--- src/rtl/dmem_arbiter.sv ---
// Two-port arbiter for the single-port synchronous data memory: CPU vs host/debug.
// Round-robin on ties, optional host lock, saturating contention counter.
module dmem_arbiter #(
   parameter int ADDR_W = 16,
   parameter int DATA_W = 32,
   parameter int CNT_W  = 16
) (
   input  logic              clk,
   input  logic              rst_n,
   input  logic              cpu_req,
   input  logic              cpu_we,
   input  logic [ADDR_W-1:0] cpu_addr,
   input  logic [DATA_W-1:0] cpu_wdata,
   output logic              cpu_ack,
   output logic [DATA_W-1:0] cpu_rdata,
   output logic              cpu_stall,
   input  logic              host_req,
   input  logic              host_we,
   input  logic [ADDR_W-1:0] host_addr,
   input  logic [DATA_W-1:0] host_wdata,
   input  logic              host_lock,
   output logic              host_ack,
   output logic [DATA_W-1:0] host_rdata,
   output logic              mem_en,
   output logic              mem_we,
   output logic [ADDR_W-1:0] mem_addr,
   output logic [DATA_W-1:0] mem_wdata,
   input  logic [DATA_W-1:0] mem_rdata,
   output logic [CNT_W-1:0]  conflict_cnt
);

   // state   | meaning
   // S_IDLE  | waiting for a request; arbitration happens here
   // S_ISSUE | access driven onto the memory, performed on the closing edge
   // S_RESP  | owner's ack high, read data valid on mem_rdata
   localparam logic [1:0] S_IDLE  = 2'd0;
   localparam logic [1:0] S_ISSUE = 2'd1;
   localparam logic [1:0] S_RESP  = 2'd2;

   localparam logic OWN_CPU  = 1'b0;
   localparam logic OWN_HOST = 1'b1;

   localparam logic [CNT_W-1:0] CNT_ONE = CNT_W'(1);
   localparam logic [CNT_W-1:0] CNT_MAX = {CNT_W{1'b1}};

   logic [1:0] state;
   logic       owner;
   logic       last_owner;
   logic       acc_we;
   logic       both;
   logic       winner;

   always_comb begin
      both   = cpu_req & host_req;
      winner = OWN_CPU;
      if (both) begin
         winner = host_lock ? OWN_HOST : ~last_owner;
      end else if (host_req) begin
         winner = OWN_HOST;
      end
   end

   always_ff @(posedge clk or negedge rst_n) begin
      if (!rst_n) begin
         state        <= S_IDLE;
         owner        <= OWN_HOST;
         last_owner   <= OWN_HOST;
         acc_we       <= 1'b0;
         mem_en       <= 1'b0;
         mem_we       <= 1'b0;
         mem_addr     <= '0;
         mem_wdata    <= '0;
         cpu_ack      <= 1'b0;
         host_ack     <= 1'b0;
         conflict_cnt <= '0;
      end else begin
         case (state)
            S_IDLE: begin
               cpu_ack  <= 1'b0;
               host_ack <= 1'b0;
               if (cpu_req | host_req) begin
                  owner  <= winner;
                  state  <= S_ISSUE;
                  mem_en <= 1'b1;
                  if (winner == OWN_HOST) begin
                     mem_we    <= host_we;
                     acc_we    <= host_we;
                     mem_addr  <= host_addr;
                     mem_wdata <= host_wdata;
                  end else begin
                     mem_we    <= cpu_we;
                     acc_we    <= cpu_we;
                     mem_addr  <= cpu_addr;
                     mem_wdata <= cpu_wdata;
                  end
                  if (both && (conflict_cnt != CNT_MAX)) begin
                     conflict_cnt <= conflict_cnt + CNT_ONE;
                  end
               end else begin
                  mem_en <= 1'b0;
                  mem_we <= 1'b0;
               end
            end
            S_ISSUE: begin
               mem_en   <= 1'b0;
               mem_we   <= 1'b0;
               cpu_ack  <= (owner == OWN_CPU);
               host_ack <= (owner == OWN_HOST);
               state    <= S_RESP;
            end
            S_RESP: begin
               cpu_ack    <= 1'b0;
               host_ack   <= 1'b0;
               last_owner <= owner;
               state      <= S_IDLE;
            end
            default: begin
               mem_en   <= 1'b0;
               mem_we   <= 1'b0;
               cpu_ack  <= 1'b0;
               host_ack <= 1'b0;
               state    <= S_IDLE;
            end
         endcase
      end
   end

   // Acks are only high in S_RESP for the owner, so they gate the read data directly.
   assign cpu_rdata  = (cpu_ack && !acc_we)  ? mem_rdata : '0;
   assign host_rdata = (host_ack && !acc_we) ? mem_rdata : '0;
   assign cpu_stall  = cpu_req & ~cpu_ack;

endmodule

--- config.mk ---
export PLATFORM = sky130hd
export DESIGN_NAME = dmem_arbiter
export DESIGN_NICKNAME = d
export VERILOG_FILES = /design/src/rtl/dmem_arbiter.sv
export SDC_FILE = /design/constraint.sdc
export NUM_CORES = 1
export LEC_CHECK = 0
export ABC_AREA = 0
export CAP_MARGIN = 20
export CORE_UTILIZATION = 35
export DETAILED_ROUTE_END_ITERATION = 12
export PLACE_DENSITY_LB_ADDON = 0.08
export SYNTH_ARGS = -nofsm -noshare
export SYNTH_HDL_FRONTEND = slang
export SYNTH_SLANG_ARGS = --single-unit
--- constraint.sdc ---
create_clock -name clk -period 2.26 [get_ports clk]
set_input_delay 0.452 -clock clk [delete_from_list [all_inputs] [get_ports clk]]
set_output_delay 0.452 -clock clk [all_outputs]
set_load 0.02 [all_outputs]
==> results.md, run 1 <==
| Stage | Item | Reported |
|---|---|---|
| power and ir drop | Max VDD drop | 0.0006015 V |
| critical path | Critical path startpoint | cpu_req |
| timing | RSZ-0062 raised after global routing | no |
| grt | Pin count of the biggest net entering global routing | 104 |
| synth | Sequential cell area fraction in the yosys report | 48.68% |
| synth | Synthesized instance count | 386 |
| floorplanning | Vertical die dimension | 105.6 µm |
| timing | Final period utilization | 96.58% |
| synth | Mapped cell area | 3757 µm² |
| floorplanning | I/O pin total | 268 |
| timing | Final Setup Violations | 0 |
| synth | Post-synthesis mux area share | 14.05% |
| critical path | R2r setup slk | 0.34 ns |
| finish | Filler cell count in the final layout | 850 |
| synth | Post-synthesis area per instance | 9.734 µm² |
| timing | Transition time at the pin with the least slew margin | 0.5227 ns |
| clock network | CTS tree | built |
| timing | Max Slew Vio Count | 0 |
| critical path | Cell Chain, Critical Path | clkdlybuf4s50_1 > nor2b_1 > clkdlybuf4s50_1 |
| timing | Final hold violations | 0 |
| critical path | Path depth of the worst reg2reg path | 4 |
| placement | Port-buffer cells | 267 |
| route | WL met1 | 4.111 mm |
| critical path | Total stage count of the critical path | 3 |
| critical path | Type of destination of the critical path | primary output |
| clock network | CTS buffer count | 9 |
| critical path | Worst setup path category | input port to primary output |
| clock network | CTS Root Cell | sky130_fd_sc_hd__clkbuf_8 |
| worst hold path | Hold WC Path Type | input port to asynchronous set/reset pin |
| placement | Final weighted congestion in routability-driven placement | 0.8073 |
| synth | Synth Register Bits | 73 |
| finish | Non-filler instance count after layout | 796 |
| route | DRC Markers | 0 |
| finish | Net total in the final layout | 789 |
| placement | Total cell area at the placement stage | 6676 µm² |
| placement | Placed wire-length estimate after detailed placement | 9.712 mm |
| route | Routed Antenna Nets | 0 |
| critical path | Buffers & Inverters on Critical Path | 2 |
| route | Met3 WL post-DR | 1.192 mm |
| critical path | Slowest stage cell on the critical path | sky130_fd_sc_hd__clkdlybuf4s50_1 |
| clock network | Postcts setup bufs | 0 |
| floorplanning | Cell Rows | 37 |
| clock network | Worst skew pair latency | 0.35 ns |
| finish | Share of final-layout standard cells stronger than drive strength 1 | 6.079% |
| timing | Maximum achievable frequency | 458.1 MHz |
| clock network | Hold-fix buffer count after cts | 0 |
| grt | Number of antenna violations at the first check in global routing | 2 |
| route | Met2 wire length | 6.479 mm |
| synth | Synth Area in Compound Gates | 8.991% |
| power and ir drop | Power per standard cell area | 1057 nW/µm² |
| route | Detailed-router iteration count before antenna repair | 4 |
| route | Total number of vias | 3744 |
| synth | Share of the synthesized netlist area taken by xor and xnor gates | 2.797% |
| critical path | Required time at the worst-slack endpoint | 1.81 ns |
| timing | Max Clock Skew | 0.007851 ns |
| critical path | Family with the most delay on the worst path | buffers and inverters |
| clock network | Clock Sinks | 73 |
| critical path | CP Data Arrival Time | 1.73 ns |
| critical path | Worst r2r src | conflict_cnt[4] |
| route | WL final | 12.10 mm |
| critical path | Delay contributed by the slowest stage of the critical path | 0.61 ns |
| finish | Layout area overhead | 82.68% |
| power and ir drop | Total leakage power | 0.003289 µW |
| floorplanning | Die Width | 105.6 µm |
| clock network | Largest buffer count on any clock path | 2 |
| critical path | Critical Path End | cpu_stall |
| grt | Vias in the first global route | 3806 |
| synth | Post-synthesis share of cell area spent on and, or, nand and nor gates | 22.68% |
| timing | Worst slew margin | 64.25% |
| status | Outcome | finished clean |
| critical path | Crit-path most repeated cell | sky130_fd_sc_hd__clkdlybuf4s50_1 |
| route | Via density per instance | 4.704 |
| route | Starting DRC count in detailed routing | 159 |
| clock network | H-tree depth | 3 |
| placement | Placed Instances | 778 |
| run | Max-cap violations | 0 |
| critical path | Reg2Reg Capture Point | conflict_cnt[15] |
| synth | Dominant combinational cell family by area after synthesis | simple AND/OR/NAND/NOR gates |
| critical path | Largest fanout on the critical path | 3 |
| grt | Wire length of the first global-routing pass | 19.14 mm |
| critical path | Critical Path Start Type | input port |
| floorplanning | Initial core utilization | 36.23% |
| finish | Post-route standard cell area excluding fillers | 6864 µm² |
| synth | Synthesis warning total | 0 |
| clock network | Number of gates given a new drive strength after cts | 66 |
| clock network | Clock edge transition at the registers on the reported setup and hold paths | 0.07 ns |
| floorplanning | Placeable core region | 10370 µm² |
| grt | Total global routing track utilization | 22.38% |
| power and ir drop | Power, Total | 7252 µW |
| synth | Synthesized netlist net count | 522 |
| route | Average routed wire per standard cell | 15.20 µm |
| timing | Total negative slack | 0 ns |
| timing | Fin crit period | 2.183 ns |
| route | Top Metal Used | met4 |
| grt | Overflow left after global routing | 0 |
| synth | Synth unique cells | 35 |
| floorplanning | Area of the die | 11150 µm² |
| synth | Share of synthesized cell area in full adder, half adder and majority cells | 0.3330% |
sequential cells by signal (all words and copies together) (netlist names):
name          flops
mem_en            1
owner             1
last_owner        1
acc_we            1
mem_wdata        32
host_ack          1
mem_addr         16
conflict_cnt     16
cpu_ack           1
mem_we            1
state             2
area by class of cell:
class	instances	area [µm²]	share of cell area (%)
Tap cell	136	170.2	2.479
Multi-Input combinational cell	290	1863	27.14
Clock buffer	10	127.6	1.859
Inverter	1	3.754	0.05468
Clock inverter	6	130.1	1.896
Sequential cell	73	1829	26.65
Timing Repair Buffer	278	2735	39.85
Antenna cell	2	5.005	0.07291
cell families (layout without fill, tap and decap cells):
logic type / after synthesis / in the layout
flops: 73 / 73
simple gates: 160 / 160
mux: 52 / 52
compound gates: 65 / 65
xor+xnor: 12 / 12
other cells: 0 / 2
buf+inv: 23 / 295
fa+ha+maj: 1 / 1
cells in the mapped netlist, drive strengths merged:
master	count	share of area, %
a2111oi	1	0.23
a211oi	2	0.40
a21boi	1	0.20
a21oi	7	0.93
a31oi	1	0.17
and2	66	11
and3	1	0.17
and4	1	0.23
and4bb	1	0.33
buf	5	0.67
clkbuf	17	1.7
dfrtp	71	47
dfstp	2	1.4
ha	1	0.33
inv	1	0.10
mux2	3	1.0
mux2i	49	13
nand2	63	6.3
nand3	5	0.67
nand4	2	0.33
nand4b	1	0.23
nand4bb	1	0.30
nor2	4	0.40
nor2b	6	1.0
nor3	3	0.53
nor4	3	0.50
o21ai	53	7.1
or2	2	0.40
or4	1	0.30
xnor2	1	0.23
xor2	11	2.6
power by group:
group	leakage [µW]	internal (µW)	switching, µW
clock	0.000130	842	486
combinational	0.00225	1730	1970
sequential	0.000909	1870	353
routing by layer:
layer,global-route usage [%],vias up
met3,7.978,18
met5,0,-
met2,41.92,170
met1,21.53,1721
met4,11.01,0
li1,-,1835
how the worst min path moves through the flow:
| stage | to | slack [ns] | startpoint | cells after the start |
|---|---|---|---|---|
| 2_1_floorplan | acc_we | 0.16 | rst_n | 0 |
| 3_3_place_gp | mem_wdata[9] | 0.45 | rst_n | 1 |
| 3_5_place_dp | mem_wdata[9] | 0.45 | rst_n | 1 |
| 4_1_cts | mem_wdata[9] | 0.07 | rst_n | 1 |
| 5_1_grt | mem_wdata[9] | 0.08 | rst_n | 1 |
| 6_report | mem_wdata[9] | 0.07 | rst_n | 1 |
metrics by stage:
step	setup WS [ns]	hold WS, ns	util [%]
after floorplan	0.3626	0.1564	-
after global placement	0.07233	0.4451	64.38
after detailed placement	0.06398	0.4530	64.38
after CTS	0.08351	0.07198	66.14
after global routing	0.02700	0.08311	66.19
final	0.07730	0.06524	66.19
cell usage in the layout (no fill, tap or decap), types with 2 or more instances in the layout:
cell type / Yosys / layout
sky130_fd_sc_hd__clkinv_2: 0 / 2
sky130_fd_sc_hd__nor3_1: 2 / 2
sky130_fd_sc_hd__nor2b_1: 6 / 4
sky130_fd_sc_hd__mux2i_1: 49 / 49
sky130_fd_sc_hd__o21ai_0: 51 / 51
sky130_fd_sc_hd__dfstp_2: 2 / 2
sky130_fd_sc_hd__nor4_1: 3 / 3
sky130_fd_sc_hd__buf_4: 0 / 7
sky130_fd_sc_hd__buf_12: 0 / 5
sky130_fd_sc_hd__a211oi_1: 2 / 2
sky130_fd_sc_hd__a21oi_1: 7 / 7
sky130_fd_sc_hd__nand2_1: 63 / 63
sky130_fd_sc_hd__o21ai_4: 0 / 2
sky130_fd_sc_hd__mux2_2: 2 / 2
sky130_fd_sc_hd__xor2_1: 11 / 11
sky130_fd_sc_hd__nand3_1: 5 / 5
sky130_fd_sc_hd__bufinv_16: 0 / 4
sky130_fd_sc_hd__dlygate4sd2_1: 0 / 64
sky130_fd_sc_hd__nor2b_2: 0 / 2
sky130_fd_sc_hd__nand4_1: 2 / 2
sky130_fd_sc_hd__dfrtp_1: 71 / 71
sky130_fd_sc_hd__clkdlybuf4s50_1: 0 / 202
sky130_fd_sc_hd__clkbuf_8: 0 / 9
sky130_fd_sc_hd__nor2_1: 4 / 4
sky130_fd_sc_hd__diode_2: 0 / 2
sky130_fd_sc_hd__and2_1: 66 / 66
Power figures use the tool's default switching activity.
==> run 2: changes to the inputs <==
- SKIP_LAST_GASP: not set -> 1
==> results of run 2 <==
The final DEF is identical to that of run 1; final timing and power are the same.
==> run 3: changes to the inputs <==
- CELL_PAD_IN_SITES_DETAIL_PLACEMENT: not set -> 1
- CELL_PAD_IN_SITES_GLOBAL_PLACEMENT: not set -> 1
- CORE_UTILIZATION: 35 -> 24
- SETUP_SLACK_MARGIN: not set -> 0.2
==> results.md, run 3 (same netlist as run 1, synthesis figures left out) <==
| Stage | Item | Reported |
|---|---|---|
| grt | Most crowded layer after global routing | met2 |
| run | Max-cap violations | 0 |
| grt | Number of antenna violations at the first check in global routing | 0 |
| timing | Final Setup Violations | 0 |
| timing | Smallest hold slack | 0.08270 ns |
| timing | Max Slew Vio Count | 0 |
| placement | Final weighted congestion in routability-driven placement | 0.8094 |
| critical path | Required time at the worst-slack endpoint | 1.81 ns |
| clock network | CTS Root Cell | sky130_fd_sc_hd__clkbuf_16 |
| route | Total number of vias | 3845 |
| worst hold path | Hold WC Path Type | input port to asynchronous set/reset pin |
| critical path | Largest fanout on the critical path | 32 |
| grt | Wire length of the first global-routing pass | 21.05 mm |
| floorplanning | Placeable core region | 15260 µm² |
| finish | Biggest registers after layout | mem_wdata x32, conflict_cnt x16, mem_addr x16 |
| finish | Net total in the final layout | 799 |
| critical path | Worst r2r src | conflict_cnt[4] |
| finish | Register with the highest flop count | mem_wdata |
| finish | Multi-input gate area in the final layout | 1868 µm² |
| status | Outcome | finished clean |
| timing | Max Clock Skew | 0.01045 ns |
| floorplanning | Cell Rows | 45 |
| power and ir drop | Max VDD drop | 0.0005132 V |
| route | Starting DRC count in detailed routing | 87 |
| finish | Antenna Diode Count | 0 |
| grt | Overflow left after global routing | 0 |
| route | WL final | 13.61 mm |
| clock network | Clock Sinks | 73 |
| critical path | Worst setup path category | register to primary output |
| grt | Pin count of the biggest net entering global routing | 38 |
| finish | Layout area overhead | 85.28% |
| clock network | CTS tree | built |
| critical path | CP Data Arrival Time | 1.54 ns |
| route | Routed Antenna Nets | 0 |
| critical path | Path depth of the worst reg2reg path | 4 |
| grt | Global-route track usage on met3 | 6.407% |
| timing | Maximum achievable frequency | 501.1 MHz |
| timing | Final period utilization | 88.31% |
| clock network | Hold-fix buffer count after cts | 0 |
| power and ir drop | Power per standard cell area | 1082 nW/µm² |
| finish | Most frequent standard cell in the layout excluding fill and tap cells | sky130_fd_sc_hd__clkdlybuf4s50_1 |
| finish | Commonest cells after routing, fill and taps aside | sky130_fd_sc_hd__clkdlybuf4s50_1, sky130_fd_sc_hd__dfrtp_1, sky130_fd_sc_hd__and2_1, sky130_fd_sc_hd__nand2_1, sky130_fd_sc_hd__clkbuf_2 |
| route | Via density per instance | 4.374 |
| clock network | H-tree depth | 3 |
| grt | Met2 Usage GRT | 31.06% |
| timing | Fin crit period | 1.996 ns |
| critical path | Critical Path Start Type | register |
| floorplanning | Initial core utilization | 24.62% |
| critical path | R2r setup slk | 0.38 ns |
| clock network | Worst skew pair latency | 0.34 ns |
| finish | Filler cell count in the final layout | 1767 |
| finish | Sequential Area | 1831 µm² |
| critical path | Reg2Reg Capture Point | conflict_cnt[15] |
| clock network | Clock edge transition at the registers on the reported setup and hold paths | 0.06 ns |
| placement | Port-buffer cells | 267 |
| placement | Placed wire-length estimate after detailed placement | 10.89 mm |
| timing | Worst slew margin | 65.09% |
| power and ir drop | Total leakage power | 0.003156 µW |
| critical path | Delay contributed by the slowest stage of the critical path | 0.44 ns |
| clock network | Largest buffer count on any clock path | 2 |
| critical path | Slowest stage cell on the critical path | sky130_fd_sc_hd__dfrtp_2 |
| timing | Total negative slack | 0 ns |
| route | DRC Markers | 0 |
| timing | Final hold violations | 0 |
| critical path | Type of destination of the critical path | primary output |
| clock network | CTS buffer count | 9 |
| floorplanning | Area of the die | 16160 µm² |
| floorplanning | Vertical die dimension | 127.1 µm |
| grt | Met1 Usage GRT | 17.46% |
| route | Detailed-router iteration count before antenna repair | 4 |
| timing | RSZ-0062 raised after global routing | no |
| route | Average routed wire per standard cell | 15.49 µm |
| timing | Transition time at the pin with the least slew margin | 0.5236 ns |
| critical path | Cell Chain, Critical Path | nor2b_2 > buf_12 > and2_1 > clkdlybuf4s15_1 |
| floorplanning | Die Width | 127.1 µm |
| grt | Vias in the first global route | 3986 |
| floorplanning | I/O pin total | 268 |
| finish | Share of final-layout standard cells stronger than drive strength 1 | 16.47% |
| finish | Max reg flops | 32 |
| grt | Total global routing track utilization | 17.01% |
[run 3: changes by cell type in the layout (fill, tap and decap cells not counted), sizes merged, moves of 2 or more]
cell | before | now
clkbuf | 10 | 66
dlygate4sd2 | 64 | 1
clkdlybuf4s15 | 0 | 10
bufinv | 4 | 0
inv | 1 | 3
diode | 2 | 0
buf | 12 | 22
[run 3: worst max-delay path, delay by kind of cell, from the launching register on]
family / cells / cell delay, ns
flip-flops: 1 / 0.44
AND/OR/NAND/NOR: 2 / 0.29
buffers and inverters: 2 / 0.47
[run 3: routing by layer]
layer	share of wire, %	up-vias
met1	36	1796
met3	9.8	15
met2	52	171
met4	1.7	0
met5	0	-
li1	-	1863
[run 3: final cells by class]
| class | count | share of cell area (%) |
|---|---|---|
| timing repair buffer | 288 | 38.86 |
| sequential | 73 | 26.29 |
| multi-input combinational | 290 | 26.83 |
| tap | 211 | 3.792 |
| clock inverter | 4 | 0.4853 |
| clock buffer | 12 | 3.684 |
| inverter | 1 | 0.05392 |
[run 3: through the flow]
| stage | cells | instance area (µm²) | power (µW) | worst slack (ns) | utilization (%) |
|---|---|---|---|---|---|
| 6_report | 879 | 6962 | 7536 | 0.2643 | 45.63 |
| 5_1_grt | 879 | 6962 | 8042 | 0.1980 | 45.63 |
| 3_3_place_gp | 860 | 6873 | 6242 | 0.04114 | 45.04 |
| 2_1_floorplan | 386 | 3757 | 4064 | 0.3626 | - |
| 3_5_place_dp | 860 | 6873 | 6344 | 0.02219 | 45.04 |
| 4_1_cts | 877 | 7123 | 7653 | 0.1122 | 46.68 |
[run 3: how the worst max path moves through the flow]
stage | startpoint | end | slack, ns | cells past startpoint
finish | acc_we | cpu_rdata[19] | 0.26 | 4
global route | acc_we | host_rdata[7] | 0.20 | 4
CTS | acc_we | host_rdata[0] | 0.11 | 4
detailed placement | cpu_req | conflict_cnt[12] | 0.02 | 6
global placement | cpu_req | cpu_stall | 0.04 | 3
floorplan | conflict_cnt[4] | conflict_cnt[15] | 0.36 | 4
[run 3: power breakdown]
part	switching [µW]	internal [µW]
registers	356	1870
logic	2080	1850
clock network	566	813
[run 3: repair_timing]
action                                  4_1_cts  5_1_grt
gates resized for setup                      90      103
gates cloned                                  0        1
setup buffers                                 1        1
endpoints found under the setup margin       65       60
